--- config.mk ---
export PLATFORM = sky130hd
export DESIGN_NAME = nibble_serial_add_ctrl
export DESIGN_NICKNAME = d
export VERILOG_FILES = /design/src/rtl/nibble_serial_add_ctrl.sv
export SDC_FILE = /design/constraint.sdc
export NUM_CORES = 1
export LEC_CHECK = 0
export CAP_MARGIN = 10
export CORE_MARGIN = 3
export CORE_UTILIZATION = 54
export DETAILED_ROUTE_END_ITERATION = 6
export PLACE_DENSITY = 0.84
export SYNTH_ARGS = -nofsm -noshare
export SYNTH_HDL_FRONTEND = slang
export SYNTH_SLANG_ARGS = --single-unit
--- constraint.sdc ---
create_clock -name clk -period 7.6 [get_ports clk]
set_input_delay 1.14 -clock clk [delete_from_list [all_inputs] [get_ports clk]]
set_output_delay 1.14 -clock clk [all_outputs]
set_load 0.01 [all_outputs]
--- src/rtl/nibble_serial_add_ctrl.sv ---
// Nibble-serial WIDTH-bit add/subtract sequencer around one 4-bit adder.
// Optional signed-overflow output ovf when NSA_OVERFLOW_FLAG_EN is defined.

module adder (
  input  logic [3:0] a,
  input  logic [3:0] b,
  input  logic       cin,
  output logic [3:0] s,
  output logic       cout
);

  logic [4:0] c;

  // Ripple the carry bit by bit through the nibble
  always_comb begin
    c[0] = cin;
    for (int i = 0; i < 4; i++) begin
      s[i]     = a[i] ^ b[i] ^ c[i];
      c[i + 1] = (a[i] & b[i]) | (c[i] & (a[i] ^ b[i]));
    end
  end

  assign cout = c[4];

endmodule

module nibble_serial_add_ctrl #(
  parameter int WIDTH = 16
) (
  input  logic             clk,
  input  logic             reset,
  input  logic             start,
  input  logic             sub,
  input  logic [WIDTH-1:0] a,
  input  logic [WIDTH-1:0] b,
  output logic             busy,
  output logic             done,
  output logic [WIDTH-1:0] sum,
  output logic             cout
`ifdef NSA_OVERFLOW_FLAG_EN
  ,
  output logic             ovf
`endif
);

  localparam int NIB = WIDTH / 4;
  localparam int IW  = (NIB > 1) ? $clog2(NIB) : 1;

  typedef enum logic [1:0] {
    IDLE,
    RUN,
    DONE
  } state_t;

  state_t state, state_nx;

  logic                 accept;
  logic                 last;
  logic [NIB-1:0][3:0]  a_reg;
  logic [NIB-1:0][3:0]  b_reg;
  logic [NIB-1:0][3:0]  sum_r;
  logic                 carry;
  logic [IW-1:0]        idx;
  logic                 cout_r;
  logic [3:0]           add_a;
  logic [3:0]           add_b;
  logic [3:0]           add_s;
  logic                 add_co;

  assign add_a = a_reg[idx];
  assign add_b = b_reg[idx];
  assign last  = (idx == IW'(NIB - 1));

  adder u_adder (
    .a    (add_a),
    .b    (add_b),
    .cin  (carry),
    .s    (add_s),
    .cout (add_co)
  );

  // State register
  always_ff @(posedge clk) begin
    if (reset) state <= IDLE;
    else       state <= state_nx;
  end

  // Next state, handshake outputs and start acceptance
  always_comb begin
    state_nx = state;
    accept   = 1'b0;
    busy     = 1'b0;
    done     = 1'b0;
    unique case (state)
      IDLE: begin
        if (start) begin
          accept   = 1'b1;
          state_nx = RUN;
        end
      end
      RUN: begin
        busy = 1'b1;
        if (last) state_nx = DONE;
      end
      DONE: begin
        done     = 1'b1;
        accept   = start;
        state_nx = start ? RUN : IDLE;
      end
      default: state_nx = IDLE;
    endcase
  end

  // Operand latch, per-nibble accumulate and final carry capture
  always_ff @(posedge clk) begin
    if (reset) begin
      a_reg  <= '0;
      b_reg  <= '0;
      sum_r  <= '0;
      carry  <= 1'b0;
      idx    <= '0;
      cout_r <= 1'b0;
    end else if (accept) begin
      a_reg <= a;
      b_reg <= sub ? ~b : b;
      carry <= sub;
      idx   <= '0;
    end else if (busy) begin
      sum_r[idx] <= add_s;
      carry      <= add_co;
      if (last) cout_r <= add_co;
      else      idx    <= idx + 1'b1;
    end
  end

  assign sum  = sum_r;
  assign cout = cout_r;

`ifdef NSA_OVERFLOW_FLAG_EN
  logic ovf_r;
  logic msb_cin;

  assign msb_cin = add_a[3] ^ add_b[3] ^ add_s[3];

  // Signed overflow: carry into MSB differs from carry out of MSB
  always_ff @(posedge clk) begin
    if (reset)             ovf_r <= 1'b0;
    else if (busy && last) ovf_r <= msb_cin ^ add_co;
  end

  assign ovf = ovf_r;
`endif

endmodule

==> impl_metrics.ini <==
[timing]
setup_tns_ns = 0
tightest_slew_ns = 1.15
min_period_ns = 3.31
setup-violations-final = 0
slew_violations = 0
hold_viol_final = 0
timing.final.crit_share_pct = 43.5
finalClockSkew_ns = 0.00837
rsz0062_at_grt = false
fmax_mhz = 302
maxSlewHeadroom_pct = 23.1

[critical_path]
r2r_start = idx[0]
path_cells = mux4_2, fa_1, inv_1, fa_1, inv_1, fa_1, inv_1, fa_1, a211oi_1
worstRegToRegCells = 9
crit_end = sum[7]
critical_path.slowest_cell = dfxtp_1
crit_top_cell = fa_1
required_ns = 7.79
cp_data_arrival_time_ns = 3.50
end_kind = flip-flop
cp-start-kind = flip-flop
timing.rr.end = sum[7]
slowest_delay_ns = 0.76
regToRegSetupSlack_ns = 4.29
critical_path_class = reg2reg
startpoint = idx[0]
path_max_fanout = 12

[final_layout]
antenna_cells = 0
nets = 335
final_layout_size_suffix_gt1_share_pct = 13.7
syn_to_final_growth_pct = 21.0

[logic_synthesis]
synth-seq-area-share_pct = 41.9
ys_ff_latch = 54
netlist-cell-type-count = 24
synth_edf_count = 0
syn_nets = 295
synth_area_sq_mm = 0.00258
synth_ff_type = dfxtp_1
postSynthCellCount = 251
synthArstFlopShare_pct = 0
avgSynthCellArea_sq_um = 10.3
yosysWarnings = 0

[detailed_routing]
drtAntennaViolNets = 0
dr.pass1.iters = 4
wl_per_cell_microns = 14.0
dr_total_vias = 1791
drc = 0
vias_per_cell = 5.21
wirelength_mm = 4.82
first_iter_violations = 55

[clocking]
cts_setup_buffers = 0
clkTransAtPathRegs_ns = 0.09
clk_path_buf_depth = 2
htree_levels = 2
cts-root-buf = clkbuf_8
cts_tree = built
cts_resized = 0
hold_buffers = 0
cts_made_buffers = 5
clkLatencyLatePin_ns = 0.30
clock_sinks = 54

[placed_design]
gp_congestion = 0.771
dpl.hpwl_mm = 3.45
io_buffers = 54

[floorplan]
die_w_microns = 75.1
row_count = 24
io_pins = 55
die-area_sq_mm = 0.00565
coreArea_sq_mm = 0.00447
die_h_microns = 75.1
initial_core_util_pct = 57.7

[pwr]
p_seq_share_pct = 51.6
internal-power_uw = 453
switching_power_uw = 151
leakage_uw = 0.00110
ir_drop_v = 0.000172
p_total_uw = 603
clkPwrFrac_pct = 30.5
swShare_pct = 25.0
powerDensity_mw_per_mm2 = 193
p_comb_share_pct = 17.9

[global_routing]
grt_pass1_vias = 1772
grt-ovfl-total = 0
gr-usage-all-layers_pct = 18.7
grt_max_degree = 55
antenna_found_initial = 0
grt_pass1_wl_mm = 8.16

[worst_hold_path]
worstHoldPathType = reg2reg

[status]
status = completed

[run]
cap_viol_max_count = 0
==> worst min-delay path by stage <==
stage	cells past startpoint	startpoint	endpoint	slack, ns
detailed placement	2	a_reg[9]	a_reg[9]	0.45
CTS	2	a_reg[11]	a_reg[11]	0.46
finish	2	a_reg[11]	a_reg[11]	0.46
global route	2	a_reg[2]	a_reg[2]	0.49
floorplan	2	a_reg[10]	a_reg[10]	0.43
global placement	2	a_reg[1]	a_reg[1]	0.44
==> power groups by stage <==
stage	Sequential, uW	Combinational, uW	Clock (uW)
2_1_floorplan	314	79.8	0
3_3_place_gp	318	106	0
3_5_place_dp	318	108	0
4_1_cts	312	109	187
5_1_grt	314	120	196
6_report	311	108	184
==> critical path, delay by kind of cell, from the launching register on <==
kind / cells / cell delay (ns)
mux: 1 / 0.60
buf+inv: 3 / 0.20
flops: 1 / 0.76
fa+ha+maj: 4 / 1.38
compound gates: 1 / 0.26
==> cells in the mapped netlist, drive strengths merged, types with 3 or more instances <==
master	n	area, sq um
dfxtp	54	1080
nor2	35	131
nand2	32	120
a211oi	25	273
buf	19	170
a21oi	17	88.8
xnor2	17	149
inv	10	37.5
mux2i	9	90.1
mux4	8	180
and3b	4	35.0
fa	4	80.1
ha	4	50.1
clkbuf	3	11.3
nor2b	3	18.8
==> placed cells by master (no fill, tap or decap), types with 4 or more instances in the layout <==
| master | instances |
|---|---|
| ha_1 | 4 |
| a21oi_1 | 16 |
| a211oi_2 | 17 |
| xnor2_1 | 17 |
| clkbuf_8 | 5 |
| dfxtp_1 | 54 |
| clkdlybuf4s50_1 | 53 |
| mux4_2 | 8 |
| mux2i_1 | 9 |
| inv_1 | 10 |
| fa_1 | 4 |
| nor2_1 | 35 |
| a211oi_1 | 8 |
| nand2_1 | 32 |
| and3b_1 | 4 |
==> logic make-up after synthesis <==
group           share of synthesized area, %
simple gates                            14.0
flops                                   41.9
compound gates                          14.3
buf+inv                                 8.48
xor+xnor                                5.77
mux                                     10.5
fa+ha+maj                               5.04
==> per-layer routing <==
layer	vias to the layer above	part of all wire [%]	wire length (microns)	global-route usage (%)
met1	827	46	2220	24.0
li1	917	-	-	-
met2	43	49	2380	32.7
met4	0	0.79	38	4.85
met5	-	0	0	0
met3	4	3.6	175	3.34
==> stage by stage <==
| stage | cells | area, sq um | hold WS, ns | setup WS (ns) | util, % |
|---|---|---|---|---|---|
| floorplan | 251 | 2580 | 0.433 | 4.77 | - |
| global placement | 336 | 3020 | 0.439 | 4.47 | 67.4 |
| detailed placement | 336 | 3020 | 0.448 | 4.31 | 67.4 |
| CTS | 344 | 3120 | 0.460 | 4.27 | 69.8 |
| global route | 344 | 3120 | 0.489 | 4.11 | 69.8 |
| finish | 344 | 3120 | 0.459 | 4.29 | 69.8 |
==> cell type report <==
type | count | area [sq um]
clock buffers | 5 | 68.8
clock inverters | 3 | 40.0
fillers | 360 | 1350
inverters | 10 | 37.5
multi-input cells | 165 | 1290
flip-flops and latches | 54 | 1080
well taps | 52 | 65.1
repair buffers | 55 | 543
(Power assumes the default switching activity.)
